## src/rtl/la_channel_packer.sv

```systemverilog
// la_channel_packer: routes selected source bits into channels, samples them at a divided rate after a trigger, packs samples into words
module la_channel_packer #(
   parameter int NUM_CH = 8,
   parameter int SRC_W  = 13,
   parameter int SEL_W  = 8,
   parameter int OUT_W  = 32,
   parameter int DIV_W  = 16
) (
   input  logic                    clk_pll,
   input  logic                    reset,
   input  logic [SRC_W-1:0]        src_in,
   input  logic [NUM_CH*SEL_W-1:0] cfg_sel,
   input  logic [DIV_W-1:0]        cfg_div,
   input  logic [1:0]              cfg_trig_mode,
   input  logic [SEL_W-1:0]        cfg_trig_ch,
   input  logic [31:0]             cfg_word_count,
   input  logic                    arm,
   input  logic                    abort,
   output logic [OUT_W-1:0]        out_data,
   output logic                    out_valid,
   input  logic                    out_ready,
   output logic                    busy,
   output logic                    done,
   output logic                    overflow,
   output logic [31:0]             words_sent
);
   localparam int SPW   = OUT_W / NUM_CH;
   localparam int PC_W  = SPW > 1 ? $clog2(SPW) : 1;
   localparam int PAD_W = 2 ** SEL_W;
   typedef enum logic [1:0] {IDLE, ARMED, CAPTURE, DRAIN} state_t;
   state_t                  state;
   logic [NUM_CH*SEL_W-1:0] sel_r;
   logic [DIV_W-1:0]        div_r, div_cnt;
   logic [1:0]              mode_r;
   logic [SEL_W-1:0]        trig_ch_r;
   logic [31:0]             count_r, produced;
   logic [PC_W-1:0]         pack_cnt;
   logic [OUT_W-1:0]        word, shifted;
   logic                    first, prev;
   logic [PAD_W-1:0]        src_pad, ch_pad;
   logic [NUM_CH-1:0]       ch, sample;
   logic                    tick, cur, fire, pack_full, take, hs;
   assign busy = state != IDLE;
   // channel routing (out-of-range selectors land in the zero padding), trigger detection and packing datapath
   always_comb begin
      src_pad = {{(PAD_W - SRC_W){1'b0}}, src_in};
      ch = '0;
      sample = '0;
      for (int k = 0; k < NUM_CH; k++) begin
         ch[k] = src_pad[sel_r[k*SEL_W +: SEL_W]];
         sample[NUM_CH-1-k] = ch[k];
      end
      ch_pad = {{(PAD_W - NUM_CH){1'b0}}, ch};
      cur = ch_pad[trig_ch_r];
      tick = div_cnt == '0;
      fire = (mode_r == 2'd0) | ((mode_r == 2'd3) & cur) | (~first & (mode_r == 2'd1) & ~prev & cur) | (~first & (mode_r == 2'd2) & prev & ~cur);
      shifted = {sample, word[OUT_W-1:NUM_CH]};
      pack_full = pack_cnt == PC_W'(SPW - 1);
      take = tick & ((state == CAPTURE) | ((state == ARMED) & fire));
      hs = out_valid & out_ready;
   end
   // capture FSM with divider, trigger history, packer and single-slot output register
   always_ff @(posedge clk_pll or posedge reset) begin
      if (reset) begin
         state      <= IDLE;
         sel_r      <= '0;
         div_r      <= '0;
         mode_r     <= '0;
         trig_ch_r  <= '0;
         count_r    <= '0;
         div_cnt    <= '0;
         pack_cnt   <= '0;
         word       <= '0;
         produced   <= '0;
         first      <= 1'b0;
         prev       <= 1'b0;
         out_data   <= '0;
         out_valid  <= 1'b0;
         done       <= 1'b0;
         overflow   <= 1'b0;
         words_sent <= '0;
      end else begin
         done <= 1'b0;
         if (hs) begin
            out_valid  <= 1'b0;
            words_sent <= words_sent + 32'd1;
         end
         if (abort && state != IDLE) begin
            state     <= IDLE;
            out_valid <= 1'b0;
            pack_cnt  <= '0;
         end else begin
            case (state)
               IDLE: if (arm) begin
                  sel_r      <= cfg_sel;
                  div_r      <= cfg_div;
                  mode_r     <= cfg_trig_mode;
                  trig_ch_r  <= cfg_trig_ch;
                  count_r    <= cfg_word_count;
                  overflow   <= 1'b0;
                  words_sent <= '0;
                  div_cnt    <= '0;
                  pack_cnt   <= '0;
                  produced   <= '0;
                  first      <= 1'b1;
                  state      <= cfg_word_count == 32'd0 ? DRAIN : ARMED;
               end
               ARMED, CAPTURE: begin
                  div_cnt <= tick ? div_r : div_cnt - DIV_W'(1);
                  if (tick && state == ARMED) begin
                     prev  <= cur;
                     first <= 1'b0;
                     if (fire) state <= CAPTURE;
                  end
                  if (take) begin
                     word     <= shifted;
                     pack_cnt <= pack_full ? '0 : pack_cnt + PC_W'(1);
                  end
                  if (take && pack_full) begin
                     produced <= produced + 32'd1;
                     if (!out_valid || out_ready) begin
                        out_data  <= shifted;
                        out_valid <= 1'b1;
                     end else begin
                        overflow <= 1'b1;
                     end
                     if (produced + 32'd1 == count_r) state <= DRAIN;
                  end
               end
               DRAIN: if (!out_valid || out_ready) begin
                  done  <= 1'b1;
                  state <= IDLE;
               end
               default: state <= IDLE;
            endcase
         end
      end
   end
endmodule

```

## config.mk

```make
export PLATFORM = sky130hd
export DESIGN_NAME = la_channel_packer
export DESIGN_NICKNAME = d
export VERILOG_FILES = /design/src/rtl/la_channel_packer.sv
export SDC_FILE = /design/constraint.sdc
export NUM_CORES = 1
export LEC_CHECK = 0
export ABC_CLOCK_PERIOD_IN_PS = 13600
export CORE_AREA = 2 2 218 220
export DETAILED_ROUTE_END_ITERATION = 7
export DIE_AREA = 0 0 220 222
export PLACE_DENSITY = 0.45
export SLEW_MARGIN = 0
export SYNTH_ARGS = -nofsm -noshare
export SYNTH_HDL_FRONTEND = slang
export SYNTH_SLANG_ARGS = --single-unit
export TNS_END_PERCENT = 100
```

## constraint.sdc

```tcl
create_clock -name clk_pll -period 13.6 [get_ports clk_pll]
set_input_delay 2.04 -clock clk_pll [delete_from_list [all_inputs] [get_ports clk_pll]]
set_output_delay 2.04 -clock clk_pll [all_outputs]
set_load 0.02 [all_outputs]
```

# Word level (Yosys, flattened, before mapping)
# Index checks and enable logic that the tools add are counted.
[totals]
register_bits = 275
inputBits = 140
output_inout_bits = 68
wordCells = 143
[op_classes]
n_addsub = 4
order_cmp = 9
n_eq_ne = 15
mux = 57
bitwise_logic = 18
n_reduce_logical = 23
[op_table]
columns = ["operator", "count"]
rows = [
  ["32-bit 2-to-1 mux", 6],
  ["8-bit by 9-bit less-than comparator with 1-bit output, second input constant", 9],
  ["1-bit binary-select mux with 8-bit select", 9],
  ["32-bit by 1-bit adder with 32-bit output, second input constant", 2],
  ["32-bit case mux with 2 select lines", 1],
  ["32-bit equality test", 1],
  ["32-bit logical NOT", 1],
  ["16-bit 2-to-1 mux", 2],
  ["16-bit case mux with 2 select lines", 1],
  ["2-bit 2-to-1 mux", 12],
  ["1-bit 2-to-1 mux", 22],
  ["16-bit logical NOT", 1],
  ["16-bit by 1-bit subtractor with 16-bit output, second input constant", 1],
  ["3-bit AND reduction", 5],
  ["4-bit AND reduction", 3],
  ["1-bit AND", 10],
  ["2-bit equality test, second input constant", 5],
  ["3-bit inequality test, second input constant", 3],
  ["2-bit inequality test, second input constant", 4],
  ["2-bit case mux with 3 select lines", 1],
  ["5-bit AND reduction", 1],
  ["2-bit by 1-bit equality test with 1-bit output, second input constant", 2],
  ["2-bit logical NOT", 2],
  ["1-bit NOT", 4],
  ["other kinds (11)", 18],
]

# Depth between registers and ports, before layout
# Gate-level depths: netlist of the first run.
[logic_depth]
ltp_word = 15
depth_mapped = 14
ltp_nobuf = 11

# Least setup slack after synthesis of the first run
# OpenSTA, ideal clock, no wires.
[synth_path]
path_kind = "input -> register"
from = "input port src_in[7]"
to = "register out_data[0]"
setup_time_ps = 128
arrival_time_ps = 4436
t_required_ps = 13472
path_slack_ps = 9037
stages = 10
n_path_buf = 1
cell_sequence = "mux4_2 mux2_2 o221ai_2 a31oi_1 nand4b_2 o41ai_1 o311a_1 nor3_4 buf_4 mux2_1"
[synth_between]
elab_chain_len = 13
word_cells_on_any_way = 30
classes_between = "mux: 18; bitwise: 10; reduce/logical: 2"
[synth_rtl]
columns = ["element", "line_no", "rtl"]
rows = [
  ["start, declared", "11", "input logic [SRC_W-1:0] src_in,"],
  ["1-bit binary-select mux with 8-bit select", "50", "ch[k] = src_pad[sel_r[k*SEL_W +: SEL_W]];"],
  ["1-bit 2-to-1 mux (implied by the code)", "50", ""],
  ["1-bit binary-select mux with 8-bit select *", "54", "cur = ch_pad[trig_ch_r];"],
  ["1-bit 2-to-1 mux (implied by the code) *", "54", ""],
  ["1-bit AND", "56", "fire = (mode_r == 2'd0) | ((mode_r == 2'd3) & cur) | (~first & (mode_r == 2'd1) & ~prev & cur) | (~first & (mo ..."],
  ["1-bit OR (2 in a row)", "56", ""],
  ["1-bit OR *", "56", ""],
  ["1-bit AND *", "59", "take = tick & ((state == CAPTURE) | ((state == ARMED) & fire));"],
  ["1-bit OR *", "59", ""],
  ["1-bit AND *", "59", ""],
  ["1-bit logical AND *", "119", "if (take && pack_full) begin"],
  ["4-bit AND reduction (no source line) *", "-", ""],
  ["end signal, assigned", "122", "out_data <= shifted;"],
  ["end, declared", "19", "output logic [OUT_W-1:0] out_data,"],
]
# Mark *: on every way between the ends. The rest lies on a longest branch, timed or not. The select of a mux whose other input is x is not followed.
# A chain may end at the register's enable or synchronous reset.

# Worst setup path in the final report of the first run
[layout_path]
from = "input port src_in[12]"
to = "register out_data[26]"
[layout_between]
elab_chain_len = 13
word_cells_on_any_way = 30
classes_between = "mux: 18; bitwise: 10; reduce/logical: 2"
[layout_rtl]
columns = ["element", "line_no"]
rows = [
  ["1-bit binary-select mux with 8-bit select", "50"],
  ["1-bit 2-to-1 mux (implied by the code)", "50"],
  ["1-bit binary-select mux with 8-bit select", "54"],
  ["1-bit 2-to-1 mux (implied by the code)", "54"],
  ["1-bit AND", "56"],
  ["1-bit OR (3 in a row)", "56"],
  ["1-bit AND", "59"],
  ["1-bit OR", "59"],
  ["1-bit AND", "59"],
  ["1-bit logical AND", "119"],
  ["4-bit AND reduction (no source line)", "-"],
]
# Parallel ways exist; a longest one is shown, timed or not. The select of a mux whose other input is x is not followed.

==> impl_metrics.toml, run 1 <==
[status]
status = "finished clean"

[synth]
ys.flop_type = "dfrtp_1"
synthArstFlopShare = 1.00
synth_nets = 1651
ys_warn_count = 0
synth-compound-area-share = 0.103
synthXorXnorAreaFrac = 0.0454
syn_avg_cell_area_sq_um = 9.18
ys_types = 68
synth.ff_latch_count = 267
synth_top_family_by_area = "simple AND/OR/NAND/NOR gates"
synth_edf_count = 0
synth.area.mux_share = 0.0829
synth_area_sq_mm = 0.0138
synthCells = 1503
yosysSeqAreaShare = 0.484
synthAdderAreaFrac = 0.00725
synth-simple-area-share = 0.247

[power_and_ir_drop]
leakage_nw = 7.95
p_int_mw = 1.98
p_clk_frac = 0.299
switching_power_mw = 1.17
power_mw = 3.15
p_per_area_mw_per_mm2 = 178
p_sw_frac = 0.371
vdd_drop_max_mv = 0.0818
p_comb_frac = 0.315
p_seq_frac = 0.386

[floorplan]
io_pins = 208
initial_core_util = 0.298
die_area_sq_mm = 0.0488
num_rows = 79
die_y_um = 222
dieWidth_um = 220
core_sq_mm = 0.0463

[setup_path]
timing.rr.end = "out_data[26]$_DFFE_PP0P_"
end_kind = "register"
critPathLaunch = "src_in[12]"
required_ns = 14.03
critPathArrivalTime_ns = 6.05
r2r-start = "div_cnt[0]$_DFFE_PP0P_"
r2r_cells = 14
path_class = "in -> reg"
crit_fanout = 32
ff2ff_setup_slack_ns = 9.15
critPathLaunchType = "primary input"

[min_path]
holdCritStartpoint = "sel_r[6]$_DFFE_PP0P_"
worstHoldPathType = "reg -> reg"
hold_depth = 2
whs_endpoint = "sel_r[6]$_DFFE_PP0P_"

[finish]
fillCellCount = 4695
drive_gt1_frac = 0.0721
fin_util = 0.381
stdcell_area_sq_mm = 0.0176
layout.nets = 1829
area_growth_pct = 27.7
diodes = 0

[sta]
fin_crit_sh = 0.413
tns_ns = 0
period_minus_slack_ns = 5.62
relSlewSlack = 0.279
slew_viol_final = 0
clock_skew_ns = 0.0170
final-hold-violation-count = 0
tightest_slew_ns = 1.08
max_freq_ghz = 0.178
setup_viol = 0
rsz0062_at_grt = "false"

[placed_design]
io_buffers = 207
gp_congestion = 0.824
dp_hpwl_um = 28300
place_area_sq_mm = 0.0165

[global_routing]
antenna_found_initial = 1
grt_max_degree = 146
grt_pass1_vias = 11500
grt.total_usage = 0.170
grt_pass1_wl_um = 65900
overflow = 0

[clock_network]
cts.sinks = 267
h-tree-depth = 2
clockRootBuffer = "clkbuf_16"
post_cts_buffers = 0
clockBufferDepth = 3
clkTransAtPathRegs_ns = 0.06
cts_tree = "done"
clk_latency_ns = 0.54
numCtsBuffers = 35
holdBufCountCts = 0
cts_resized = 0

[run]
maxCapViolCount = 0

[route]
initialDrtViolationCount = 553
postRouteAntennaNets = 0
drt-wirelength-per-cell_um = 17.6
dr.pass1.iters = 5
vias = 11300
via_per_inst = 4.87
totalWireLength_um = 40800
route.detailed.drc = 0
==> layout by cell type (no fill, tap or decap), types with 26 or more instances in the layout <==
master | netlist | layout
nand2_1 | 423 | 422
dfrtp_1 | 267 | 267
clkdlybuf4s50_1 | 0 | 207
nor2_1 | 81 | 80
o21ai_0 | 68 | 67
nand3_1 | 54 | 54
a21oi_1 | 51 | 50
or3_1 | 36 | 36
xor2_1 | 36 | 36
clkbuf_16 | 0 | 36
xnor2_1 | 33 | 33
a21o_1 | 29 | 29
inv_1 | 29 | 28
mux2_2 | 28 | 28
nor4_1 | 26 | 26
==> power by group through the flow <==
stage / clock [mW] / sequential (mW) / combinational [mW]
final: 0.941 / 1.21 / 0.990
after global routing: 1.01 / 1.25 / 1.13
after CTS: 0.976 / 1.22 / 1.01
after detailed placement: 0 / 1.23 / 1.00
after global placement: 0 / 1.22 / 0.995
after floorplan: 0 / 1.14 / 0.755
==> per-stage QoR <==
stage,std cells,hold WS [ns],setup WS [ns]
floorplan,1503,0.437,4.21
global placement,2251,0.458,7.44
detailed placement,2251,0.462,7.41
CTS,2313,0.475,8.00
global route,2313,0.497,7.75
finish,2313,0.466,7.98
==> layer usage <==
layer,wire length [um],up-vias,track usage
met1,19300,5476,0.240
met2,19300,194,0.272
met4,555,0,0.0346
met5,0,-,0
li1,-,5562,-
met3,1640,38,0.0299
==> cells by family after synthesis <==
kind of cell | after synthesis
compound gates | 220
xor+xnor | 70
fa+ha+maj | 8
buf+inv | 106
flops | 267
mux | 89
simple gates | 743
==> worst max-delay path, stage by stage <==
cell	delay, ns
clkdlybuf4s50_1	0.68
mux2i_1	0.14
o22ai_1	0.16
o21ai_0	0.10
nor4_1	0.78
o31ai_2	0.23
or4_1	0.54
o311a_1	0.12
buf_4	0.26
nor3_4	0.15
buf_4	0.42
mux2_2	0.39
==> state kept, by name, summed over array words and instances (netlist names) <==
name        count
out_valid       1
words_sent     32
div_r          16
trig_ch_r       8
overflow        1
word           24
done            1
first           1
count_r        32
mode_r          2
pack_cnt        2
state           2
prev            1
out_data       32
sel_r          64
div_cnt        16
produced       32
==> synth_stat cells, types with 13 or more instances <==
cell | instances | area [sq um]
nor3_1 | 23 | 115
nor2_1 | 81 | 304
mux2_2 | 28 | 315
dfrtp_1 | 267 | 6680
mux2i_1 | 22 | 220
nor4_1 | 26 | 163
nand3_1 | 54 | 270
xnor2_1 | 33 | 289
and3_1 | 13 | 81.3
clkbuf_1 | 58 | 218
nand2_1 | 423 | 1590
nand2b_1 | 14 | 87.6
buf_2 | 14 | 70.1
a21oi_1 | 51 | 255
nand4_1 | 21 | 131
o21ai_0 | 68 | 340
inv_1 | 29 | 109
mux2_1 | 24 | 270
mux4_2 | 15 | 338
xor2_1 | 36 | 315
or3_1 | 36 | 225
a21o_1 | 29 | 218
==> how the worst max path moves through the flow <==
stage,slack (ns),depth (start not counted),to
2_1_floorplan,4.21,1,count_r[0]$_DFFE_PP0P_
3_3_place_gp,7.44,12,out_data[26]$_DFFE_PP0P_
3_5_place_dp,7.41,12,out_data[26]$_DFFE_PP0P_
4_1_cts,8.00,12,out_data[14]$_DFFE_PP0P_
5_1_grt,7.75,12,out_data[26]$_DFFE_PP0P_
6_report,7.98,12,out_data[26]$_DFFE_PP0P_
==> final cells by class <==
type                            count  area [sq um]  area share
Clock inverter                     14           190      0.0108
Clock buffer                       48           976      0.0554
Multi-Input combinational cell   1130          6730       0.382
Sequential cell                   267          6680       0.379
Tap cell                          607           759      0.0431
Timing Repair Buffer              218          2170       0.123
Inverter                           29           116     0.00660
Note: power is estimated with default switching activity, not from simulation.
==> inputs of run 2 (changes only) <==
Settings changed: ABC_CLOCK_PERIOD_IN_PS 13600 to 5250.
Clock period 13.6 ns to 5.25 ns, I/O delays scaled along.
==> run 2 against run 1 <==
Effect of this change:
- combinational power rose to 2.6 times the previous value
- cell area is 0.58% higher
- clock skew increased by 0.0050 ns
- sequential share of layout area is 0.22 points lower
- critical path depth shrank 1
- worst hold slack improved by 0.0074 ns
- non-clock buffer count rose by 5
- critical endpoint is now out_data[10]$_DFFE_PP0P_
==> impl_metrics.toml, run 2 (synthesis gave the netlist of run 1 again) <==
[status]
status = "finished clean"

[finish]
drive_gt1_frac = 0.0766
largest_register = "sel_r"
stdcell_area_sq_mm = 0.0177
largest_reg_flops = 64
fin_util = 0.383
layout.nets = 1834
layoutNonFillerInstCount = 2320
mostFrequentLayoutCells = "422 x nand2_1, 267 x dfrtp_1, 207 x clkdlybuf4s50_1, 80 x nor2_1, 67 x o21ai_0"
multi_input_area_sq_mm = 0.00673
area_growth_pct = 28.4
fillCellCount = 4708
mostFrequentLayoutCell = "nand2_1"
seqCellArea_sq_mm = 0.00668

[min_path]
holdCritStartpoint = "sel_r[7]$_DFFE_PP0P_"
worstHoldPathType = "reg -> reg"
hold_depth = 2
whs_endpoint = "sel_r[7]$_DFFE_PP0P_"

[sta]
period_minus_slack_ns = 3.97
final-hold-violation-count = 0
fin_ws_ns = 1.28
tightest_slew_ns = 1.10
setup_viol = 0
relSlewSlack = 0.264
hold_ws_ns = 0.473
fin_crit_sh = 0.756
slew_viol_final = 0
tns_ns = 0
max_freq_ghz = 0.252
clock_skew_ns = 0.0220
rsz0062_at_grt = "false"

[global_routing]
grt_use_met2 = 0.272
antenna_found_initial = 2
grt_use_met3 = 0.0337
grt_max_degree = 109
grt.total_usage = 0.171
grt_pass1_vias = 11300
grt_busiest_layer = "met2"
grt_pass1_wl_um = 65700
grt_use_met1 = 0.237
overflow = 0

[power_and_ir_drop]
p_per_area_mw_per_mm2 = 467
p_comb_frac = 0.311
p_sw_frac = 0.367
vdd_drop_max_mv = 0.261
p_seq_frac = 0.381
p_clk_frac = 0.308
power_mw = 8.29
p_int_mw = 5.24
leakage_nw = 8.01
switching_power_mw = 3.04

[clock_network]
post_cts_buffers = 0
clk_latency_ns = 0.55
cts.sinks = 267
holdBufCountCts = 0
cts_resized = 0
clockRootBuffer = "clkbuf_16"
clockBufferDepth = 3
clkTransAtPathRegs_ns = 0.05
h-tree-depth = 2
cts_tree = "done"
numCtsBuffers = 35

[route]
totalWireLength_um = 41400
postRouteAntennaNets = 0
dr.pass1.iters = 5
via_per_inst = 4.90
drt-wirelength-per-cell_um = 17.8
vias = 11400
route.detailed.drc = 0
initialDrtViolationCount = 653

[floorplan]
die_area_sq_mm = 0.0488
initial_core_util = 0.298
core_sq_mm = 0.0463
die_y_um = 222
num_rows = 79
dieWidth_um = 220
io_pins = 208

[setup_path]
r2r_cells = 10
critPathArrivalTime_ns = 4.38
crit_fanout = 32
path_class = "in -> reg"
r2r-start = "produced[0]$_DFFE_PP0P_"
required_ns = 5.66
ff2ff_setup_slack_ns = 1.45
end_kind = "register"
timing.rr.end = "state[0]$_DFFE_PP0P_"
critPathLaunchType = "primary input"

[placed_design]
dp_hpwl_um = 28800
dpl.cell_count = 2256
preCtsSetupSlack_ns = 0.722
io_buffers = 207
place_area_sq_mm = 0.0165
gp_congestion = 0.813

[run]
maxCapViolCount = 0
[run 2: cell types whose count changed in the layout (fill, tap and decap cells not counted), sizes merged]
cell / delta
inv: -2
buf: +5
clkbuf: +1
diode: +2
bufinv: +1
[run 2: worst max-delay path, stage by stage]
cell and delay [ns]:
clkdlybuf4s50_1 0.58, mux4_2 0.51, nor2b_1 0.14, o211ai_1 0.44, o21ai_0 0.22, nor2_1 0.22
o41ai_1 0.12, o311a_1 0.41, nor3_4 0.11, buf_4 0.43, mux2_1 0.37
[run 2: layout make-up]
| type | count | share of cell area |
|---|---|---|
| diodes | 2 | 0.000282 |
| flip-flops and latches | 267 | 0.377 |
| repair buffers | 223 | 0.125 |
| clock inverters | 13 | 0.0109 |
| well taps | 607 | 0.0428 |
| clock buffers | 49 | 0.0582 |
| multi-input cells | 1130 | 0.379 |
| inverters | 29 | 0.00635 |
[run 2: power groups by stage]
stage               Sequential, mW  Clock (mW)  Combinational (mW)
global placement              3.18           0                2.60
CTS                           3.15        2.64                2.64
floorplan                     2.95           0                1.96
finish                        3.15        2.56                2.58
detailed placement            3.18           0                2.63
global route                  3.24        2.72                2.95
[run 2: routing by layer]
| metal | part of all wire | vias up |
|---|---|---|
| li1 | - | 5581 |
| met1 | 0.47 | 5532 |
| met2 | 0.47 | 204 |
| met3 | 0.043 | 50 |
| met4 | 0.019 | 0 |
| met5 | 0 | - |
[run 2: how the worst max path moves through the flow]
stage | from | to | slack, ns | cells after the start
after floorplan | reset | count_r[0]$_DFFE_PP0P_ | 0.94 | 1
after CTS | src_in[6] | out_data[23]$_DFFE_PP0P_ | 1.32 | 11
after global routing | src_in[12] | out_data[14]$_DFFE_PP0P_ | 1.00 | 12
after global placement | src_in[12] | out_data[26]$_DFFE_PP0P_ | 0.82 | 12
after detailed placement | src_in[7] | out_data[23]$_DFFE_PP0P_ | 0.72 | 11
final | src_in[6] | out_data[10]$_DFFE_PP0P_ | 1.28 | 11
==> inputs of run 3 (changes only) <==
Settings changed: ABC_CLOCK_PERIOD_IN_PS 5250 to 4100.
Clock period 5.25 ns to 4.1 ns, I/O delays scaled along.
==> run 3 against run 2 <==
Effect of this change:
- worst setup slack worse by 0.92 ns
- cell area grew 2.2%
- largest cell class unchanged
- critical endpoint is now produced[14]$_DFFE_PP0P_
- clock power increased by 23%
==> impl_metrics.toml, run 3 (synthesis gave the netlist of run 1 again) <==
[clock_network]
cts.sinks = 267
holdBufCountCts = 0
cts_tree = "done"
clkTransAtPathRegs_ns = 0.06
clockRootBuffer = "clkbuf_16"
clockBufferDepth = 3
numCtsBuffers = 35
clk_latency_ns = 0.54
cts_resized = 0
post_cts_buffers = 0
h-tree-depth = 2

[status]
status = "finished clean"

[floorplan]
die_y_um = 222
num_rows = 79
initial_core_util = 0.298
core_sq_mm = 0.0463
die_area_sq_mm = 0.0488
io_pins = 208
dieWidth_um = 220

[route]
initialDrtViolationCount = 741
via_per_inst = 4.85
dr.pass1.iters = 5
vias = 11500
drt-wirelength-per-cell_um = 17.6
totalWireLength_um = 41800
postRouteAntennaNets = 0
route.detailed.drc = 0

[placed_design]
dpl.cell_count = 2306
gp_congestion = 0.817
dp_hpwl_um = 29600
preCtsSetupSlack_ns = -0.166
io_buffers = 207
place_area_sq_mm = 0.0169

[setup_path]
critPathArrivalTime_ns = 4.22
critPathLaunchType = "primary input"
required_ns = 4.58
path_class = "in -> reg"
crit_fanout = 16
ff2ff_setup_slack_ns = 0.57
end_kind = "register"

[finish]
area_growth_pct = 31.2
largest_reg_flops = 64
fin_util = 0.392
layout.nets = 1884
mostFrequentLayoutCell = "nand2_1"
layoutNonFillerInstCount = 2371
drive_gt1_frac = 0.104
fillCellCount = 4652
mostFrequentLayoutCells = "422 x nand2_1, 267 x dfrtp_1, 207 x clkdlybuf4s50_1, 80 x nor2_1, 67 x o21ai_0"
stdcell_area_sq_mm = 0.0181
largest_register = "sel_r"

[run]
maxCapViolCount = 0

[power_and_ir_drop]
vdd_drop_max_mv = 0.401
leakage_nw = 8.25
p_per_area_mw_per_mm2 = 591

[global_routing]
grt_max_degree = 163
grt_pass1_vias = 11700
grt_pass1_wl_um = 66900
overflow = 0
grt.total_usage = 0.173
antenna_found_initial = 2

[sta]
period_minus_slack_ns = 3.74
slew_viol_final = 0
max_freq_ghz = 0.268
fin_crit_sh = 0.911
relSlewSlack = 0.304
final-hold-violation-count = 0
tns_ns = 0
fin_ws_ns = 0.364
setup_viol = 0
rsz0062_at_grt = "false"
tightest_slew_ns = 1.04
clock_skew_ns = 0.0152

[min_path]
worstHoldPathType = "in -> async"
-- run 3: cell count changes in the layout (fill, tap and decap cells not counted), sizes merged --
cell,previous run,this run
buf,16,66
clkbuf,49,44
clkinv,7,8
clkinvlp,2,4
inv,28,31
-- run 3: worst max-delay path, cell delays in order --
cell and delay, ns:
clkdlybuf4s50_1 0.53, buf_4 0.20, mux4_2 0.45, nor3_1 0.16
nor4_1 0.11, buf_4 0.16, o31ai_2 0.38, o31a_1 0.21
nor2_1 0.07, a21oi_2 0.84, buf_4 0.33, a21o_1 0.13
-- run 3: per-layer routing --
metal,part of all wire,track usage
met5,0,0
met4,0.026,0.0598
met3,0.036,0.0254
met2,0.47,0.279
met1,0.47,0.237
-- run 3: power breakdown --
part           total, mW  leakage, nW  internal, mW  switching [mW]
Clock               3.16        0.582          1.96            1.20
Combinational       3.51         4.18          1.47            2.04
Sequential          4.03         3.49          3.33           0.704
-- run 3: through the flow --
| stage | hold slack, ns | total power, mW |
|---|---|---|
| floorplan | 0.437 | 6.28 |
| global placement | 0.454 | 7.60 |
| detailed placement | 0.454 | 7.63 |
| CTS | 0.449 | 10.9 |
| global route | 0.483 | 11.5 |
| finish | 0.464 | 10.7 |
-- run 3: worst paths after layout --
path,startpoint,endpoint,cells past startpoint
min,reset,out_data[13]$_DFFE_PP0P_,2
max reg2reg,sel_r[48]$_DFFE_PP0P_,produced[14]$_DFFE_PP0P_,10
max,src_in[0],produced[14]$_DFFE_PP0P_,12
max in group asynchronous,reset,count_r[13]$_DFFE_PP0P_,3
min in group clk_pll,sel_r[7]$_DFFE_PP0P_,sel_r[7]$_DFFE_PP0P_,2
min reg2reg,sel_r[7]$_DFFE_PP0P_,sel_r[7]$_DFFE_PP0P_,2
-- run 3: cell type report --
| cell class | instances | area [sq um] | area share |
|---|---|---|---|
| antenna | 2 | 5.00 | 0.000276 |
| clock buffer | 44 | 950 | 0.0524 |
| clock inverter | 19 | 239 | 0.0132 |
| inverter | 29 | 113 | 0.00622 |
| multi-input combinational | 1130 | 6720 | 0.371 |
| sequential | 267 | 6680 | 0.369 |
| tap | 607 | 759 | 0.0419 |
| timing repair buffer | 273 | 2640 | 0.146 |
